File: src/rtl/mem_arbiter.sv
// mem_arbiter: round-robin arbiter sharing one memory-controller port among IF, LSB and PF,
// with IO-store gating on a full UART buffer and flush handling that drains in-flight reads.
module mem_arbiter #(
  parameter int ADDR_W = 32,
  parameter int DATA_W = 32,
  parameter logic [1:0] IO_HI = 2'b11
) (
  input  logic              clk,
  input  logic              rst_n,
  input  logic              rdy,
  input  logic              clr,
  input  logic              io_buffer_full,
  input  logic              if_req,
  input  logic [ADDR_W-1:0] if_addr,
  output logic              if_done,
  output logic [DATA_W-1:0] if_data,
  input  logic              lsb_req,
  input  logic              lsb_wr,
  input  logic [ADDR_W-1:0] lsb_addr,
  input  logic [2:0]        lsb_ls_type,
  input  logic [DATA_W-1:0] lsb_st_val,
  output logic              lsb_done,
  output logic [DATA_W-1:0] lsb_data,
  input  logic              pf_req,
  input  logic [ADDR_W-1:0] pf_addr,
  output logic              pf_done,
  output logic [DATA_W-1:0] pf_data,
  output logic              mc_enable,
  output logic              mc_wr,
  output logic [ADDR_W-1:0] mc_addr,
  output logic [2:0]        mc_ls_type,
  output logic [DATA_W-1:0] mc_st_val,
  input  logic              mc_done,
  input  logic [DATA_W-1:0] mc_ld_val,
  output logic              busy
);
  typedef enum logic [1:0] {IDLE, BUSY, DRAIN, GAP} state_t;
  state_t state;
  logic [1:0] rr_last, gnt, c0, c1, pick;
  logic [2:0] elig;
  logic kill;
  assign busy = state != IDLE;
  // Committed stores stay eligible through a flush; only IO stores wait on the UART buffer.
  always_comb begin
    elig = {pf_req && !clr,
            lsb_req && (lsb_wr ? !(lsb_addr[17:16] == IO_HI && io_buffer_full) : !clr),
            if_req && !clr};
    c0 = rr_last == 2'd2 ? 2'd0 : rr_last + 2'd1;
    c1 = c0 == 2'd2 ? 2'd0 : c0 + 2'd1;
    pick = elig[c0] ? c0 : elig[c1] ? c1 : rr_last;
    kill = clr && !mc_wr;
  end
  always_ff @(posedge clk or negedge rst_n)
    if (!rst_n) begin
      state <= IDLE;
      rr_last <= 2'd2;
      gnt <= 2'd0;
      mc_enable <= 1'b0;
      mc_wr <= 1'b0;
      mc_addr <= '0;
      mc_ls_type <= '0;
      mc_st_val <= '0;
      if_done <= 1'b0;
      lsb_done <= 1'b0;
      pf_done <= 1'b0;
      if_data <= '0;
      lsb_data <= '0;
      pf_data <= '0;
    end else if (rdy) begin
      if_done <= 1'b0;
      lsb_done <= 1'b0;
      pf_done <= 1'b0;
      if_data <= '0;
      lsb_data <= '0;
      pf_data <= '0;
      case (state)
        IDLE: if (|elig) begin
          state <= BUSY;
          gnt <= pick;
          rr_last <= pick;
          mc_enable <= 1'b1;
          mc_wr <= pick == 2'd1 && lsb_wr;
          mc_addr <= pick == 2'd0 ? if_addr : pick == 2'd1 ? lsb_addr : pf_addr;
          mc_ls_type <= pick == 2'd1 ? lsb_ls_type : 3'b111;
          mc_st_val <= pick == 2'd1 ? lsb_st_val : '0;
        end
        // A flushed read keeps the controller request up until it answers, then drops the result.
        BUSY: if (mc_done || kill) begin
          state <= mc_done ? GAP : DRAIN;
          mc_enable <= !mc_done;
          if (mc_done && !kill) begin
            if_done <= gnt == 2'd0;
            lsb_done <= gnt == 2'd1;
            pf_done <= gnt == 2'd2;
            if_data <= gnt == 2'd0 ? mc_ld_val : '0;
            lsb_data <= gnt == 2'd1 && !mc_wr ? mc_ld_val : '0;
            pf_data <= gnt == 2'd2 ? mc_ld_val : '0;
          end
        end
        DRAIN: if (mc_done) begin
          state <= GAP;
          mc_enable <= 1'b0;
        end
        default: state <= IDLE;
      endcase
    end
endmodule
File: config.mk
export PLATFORM = sky130hd
export DESIGN_NAME = mem_arbiter
export DESIGN_NICKNAME = d
export VERILOG_FILES = /design/src/rtl/mem_arbiter.sv
export SDC_FILE = /design/constraint.sdc
export NUM_CORES = 1
export LEC_CHECK = 0
export ABC_AREA = 1
export CAP_MARGIN = 20
export CORE_MARGIN = 4
export CORE_UTILIZATION = 42
export CTS_CLUSTER_SIZE = 14
export DETAILED_ROUTE_END_ITERATION = 8
export GPL_TIMING_DRIVEN = 0
export PLACE_DENSITY_LB_ADDON = 0.1
export SLEW_MARGIN = 20
export SYNTH_ARGS = -nofsm -noshare
export SYNTH_HDL_FRONTEND = slang
export SYNTH_SLANG_ARGS = --single-unit
File: constraint.sdc
create_clock -name clk -period 2.24 [get_ports clk]
set_input_delay 0.56 -clock clk [delete_from_list [all_inputs] [get_ports clk]]
set_output_delay 0.56 -clock clk [all_outputs]
set_load 0.02 [all_outputs]
---- Yosys cells after proc, flatten, opt, wreduce, memory -nomap -nowiden ----
Index checks and enable logic that the tools add are counted.
word-level totals
  bits in registers ....................... 174
  latch bits .............................. 0
  memory bits (writable) .................. 0
  bits in read-only memories .............. 0
  output and inout bits ................... 169
  memories kept ........................... 0
operators by class
  add/sub/neg operators ................... 2
  multiply operators ...................... 0
  div/mod/pow operators ................... 0
  $lt $le $gt $ge ......................... 2
  equality and inequality tests ........... 11
  shifts and indexed selects .............. 0
  multiplexer cells ....................... 43
  bitwise gates (word level) .............. 0
  reductions and logical operators ........ 23
operators by type and width
  operator             number
  $mux 32              15
  $mux 1               16
  $mux 2               7
  $eq 2x2->1 const B   5
  $logic_and 1x1->1    8
  $eq 2x1->1 const B   3
  $logic_not 2->1      3
  $lt 2x3->1 const B   2
  $ne 2x2->1 const B   3
  $pmux 2 s3           1
  $logic_not 1->1      5
  $reduce_and 5->1     1
  $add 2x1->2 const B  2
  $bmux 1 s2           2
  $reduce_and 4->1     1
  $mux 3               1
  $pmux 1 s3           1
  $reduce_and 3->1     1
  $reduce_bool 3->1    1
  $reduce_or 3->1      1
  $reduce_bool 2->1    1
  $logic_or 1x1->1     1

---- Logic depth before layout (Yosys ltp) ----
  word-level depth ........................ 12
  depth in mapped cells ................... 16
  gate-level depth less buffers ........... 14

---- Worst setup path after synthesis ----
Ideal clock, no wire load.
  kind .................................... input to register
  from .................................... in lsb_wr
  to ...................................... reg mc_addr[21]
  library setup time ...................... 0.117 ns
  data arrival time ....................... 1.670 ns
  required time ........................... 2.123 ns
  setup slack ............................. 0.454 ns
  stages .................................. 16
  path buffers ............................ 2
  cell sequence ........................... nand2_1 -> inv_1 -> nand2_1 -> nand3_2 -> nand2_1 -> inv_1 -> nand2_2 -> nand2_4 -> inv_4 -> nand2_2 -> buf_6 -> buf_6 -> nand2_1 -> nand2_1 -> nand2_1 -> nand2_1
between the ends
  longest elaborated chain between the ends .. 9
  elaborated cells on any way between the ends .. 14
  classes of those cells .................. 1 x eq/ne; 9 x mux; 4 x reduce/logical
RTL lines
  element                       line  text
  start, declared               18    input logic lsb_wr,
  $mux 1 *                      46    lsb_req && (lsb_wr ? !(lsb_addr[17:16] == IO_HI && io_buffer_full) : !clr),
  $logic_and 1x1->1 *           46
  $bmux 1 s2                    50    pick = elig[c0] ? c0 : elig[c1] ? c1 : rr_last;
  $mux 1 (not written as such)  50
  $mux 2 (2 in a row)           50
  $eq 2x1->1                    83    mc_addr <= pick == 2'd0 ? if_addr : pick == 2'd1 ? lsb_addr : pf_addr;
  $mux 32 (2 in a row)          83
  end signal, assigned          83
  end, declared                 30    output logic [ADDR_W-1:0] mc_addr,
Mark *: on every way between the ends. The rest lies on a longest branch, timed or not. The select of a mux whose other input is x is not followed.
A chain may end at the register's enable or synchronous reset.

---- Worst setup path after layout ----
  from .................................... reg mc_wr
  to ...................................... out mc_wr
RTL lines
  element                 line  text
  start, declared         29    output logic mc_wr,
  start signal, assigned  82    mc_wr <= pick == 2'd1 && lsb_wr;
No word-level cell between the ends.

==> results.json <==
{
  "status": "finished clean",
  "via_per_inst": 4.840,
  "fin_worst_skew_ps": 17.66,
  "crit_required_ps": 1680,
  "grt_use_met2_pct": 39.24,
  "fin_nets": 1442,
  "tns_ps": 0,
  "syn-cell-area_mm2": 0.007607,
  "dp.cells": 1471,
  "ys_warn_count": 0,
  "grt.busiest_layer": "met2",
  "powerDensity_mw_per_mm2": 1020,
  "yosys-top-cells-area": "dfrtp_1 57%, nand2_1 16%, o21ai_0 7.8%, inv_1 5.7%, o31ai_1 2.8%",
  "synth_common_cells": "316 x nand2_1, 172 x dfrtp_1, 118 x o21ai_0",
  "vias": 7274,
  "synth_xor_xnor_area_share_pct": 0,
  "hold_viol": 0,
  "pin_count": 342,
  "synth_top_area_cell": "dfrtp_1",
  "setup_viol": 0,
  "syn_to_final_growth_pct": 57.37,
  "post-route-period-util_pct": 94.66,
  "synth_most_common_cell": "nand2_1",
  "grt_pass1_wl_um": 38230,
  "synth_top_area_share_pct": 56.58,
  "cellLeakagePower_uw": 0.005693,
  "slowest_stage": "clkdlybuf4s50_1",
  "synth_cell_types": 35,
  "die_w_um": 142.6,
  "crit_arrival_ps": 1560,
  "crit_family": "buffers and inverters",
  "fin_util_pct": 68.26,
  "slowest_delay_ps": 700,
  "htree_levels": 4,
  "grt_max_degree": 88,
  "die_h_um": 142.6,
  "cp_max_fo": 5,
  "syn_inst": 904,
  "first_global_vias": 6998,
  "instances_no_fill": 1503,
  "synth_compound_area_share_pct": 14.85,
  "met3_usage_pct": 8.132,
  "ys_ff_latch": 173,
  "start_util_pct": 43.38,
  "n_antenna_cell": 0,
  "synth_mux_area_share_pct": 0,
  "critical_path_buf_inv_count": 1,
  "synth_nets": 1081,
  "grt_usage_pct": 24.13,
  "first_pass_iters": 5,
  "wl_per_cell_um": 16.66,
  "fmax_mhz": 471.6,
  "ff2ff_setup_slack_ps": 270,
  "hold_class": "in -> async",
  "place_ws_ps": -429.2,
  "clk_latency_ps": 440,
  "grtUsageMet1_pct": 30.71,
  "hold_buffers": 0,
  "cts_tree": "built",
  "seq_area_frac_synth_pct": 56.92,
  "antenna_found_initial": 0,
  "synth_area_per_cell_um2": 8.415,
  "synth_top_family_by_area": "simple AND/OR/NAND/NOR gates",
  "fin_ws_ps": 119.6,
  "maxCapViolCount": 0,
  "dp_hpwl_um": 18880,
  "portBuffers": 341,
  "dieArea_mm2": 0.02033,
  "drive_gt1_share_pct": 6.729,
  "peakVddDrop_uv": 738.0,
  "drc": 0,
  "routabilityCongestion": 0.8199,
  "cts_sinks": 173,
  "placed_cell_area_mm2": 0.01133,
  "ant_nets": 0,
  "cts_buffers": 17,
  "yosys.area_share.adder_pct": 0.6579,
  "path_class": "reg -> out",
  "cp-end-kind": "primary output",
  "async_reset_ff_share_pct": 100.0,
  "relSlewSlack_pct": 55.36,
  "path_clk_slew_ps": 80,
  "cts_buffer_depth": 2,
  "cts-root-buf": "clkbuf_16",
  "synthFlopType": "dfrtp_1",
  "coreArea_mm2": 0.01754,
  "worstMarginPinSlew_ps": 669.6,
  "fp-row-count": 48,
  "drt_iter0_drc": 306,
  "slew_viol_final": 0,
  "critical_path.cell_chain": "clkdlybuf4s50_1",
  "synth-simple-area-share_pct": 18.59,
  "wl_um": 25040,
  "rsz0062_at_grt": "true",
  "synth_enable_flop_cells": 0,
  "overflow": 0,
  "finalInstanceArea_mm2": 0.01197,
  "critPathLaunchType": "register",
  "fin_crit_ps": 2120
}
-- routing by layer --
metal	routed length, µm	share of wire, %
met3	2190	8.7
met5	0	0
met4	583	2.3
met1	10200	41
met2	12060	48
-- per-stage QoR --
stage / total power [µW] / hold slack, ps
global placement: 9148 / 461.4
floorplan: 6892 / 264.4
detailed placement: 9224 / 463.6
global route: 12950 / 129.6
CTS: 12290 / 132.6
finish: 12220 / 100.5
-- where the power goes --
part / internal, µW / switching [µW]
Sequential: 3760 / 363
Clock: 1620 / 1400
Combinational: 2160 / 2910
Total: 7540 / 4670
-- final cells by class --
type                            count  area [µm²]
Multi-Input combinational cell    563        2600
Clock buffer                       18       439.2
Inverter                          120       452.9
Timing Repair Buffer              343        3448
Sequential cell                   173        4330
Clock inverter                     14       175.2
Fill cell                        1452        5565
Buffer                             47       244.0
Tap cell                          225       281.5
-- layout by cell type (no fill, tap or decap), types with 9 or more instances in the layout --
master,n
o31ai_1,28
inv_1,116
clkdlybuf4s50_1,339
nor2_1,10
o21ai_1,19
a21oi_1,33
clkbuf_1,20
dfrtp_1,172
buf_2,14
o21ai_0,118
nand3_1,9
clkbuf_16,17
nand2_1,315
-- path summary, 6_finish.rpt --
path                        startpoint           end  cells past startpoint
max                              mc_wr         mc_wr                      1
min                              rst_n   pf_data[21]                      1
max reg2reg                   state[1]  lsb_data[10]                      7
min reg2reg                mc_addr[21]   mc_addr[21]                      2
max in group asynchronous        rst_n   mc_addr[26]                      2
min in group clk           mc_addr[21]   mc_addr[21]                      2
-- state kept, by name, indices dropped and copies added, names as in the netlist, 2 cells and up --
| name | flops |
|---|---|
| lsb_data | 32 |
| mc_ls_type | 3 |
| mc_st_val | 32 |
| if_data | 32 |
| rr_last | 2 |
| pf_data | 32 |
| state | 2 |
| mc_addr | 32 |
-- repair_timing --
item / in CTS / in global routing
setup endpoints to repair: 1 / 42
setup buffers: 0 / 1
pin swaps: 0 / 1
gates resized for setup: 3 / 19
gates cloned: 0 / 0
-- kinds of logic (layout without fill, tap and decap cells) --
family,Yosys count,count (layout)
AO/OA/AOI/OAI,207,207
AND/OR/NAND/NOR,352,352
adder cells (fa/ha/maj),4,4
buffers and inverters,168,542
flip-flops,173,173
(Power assumes the default switching activity.)
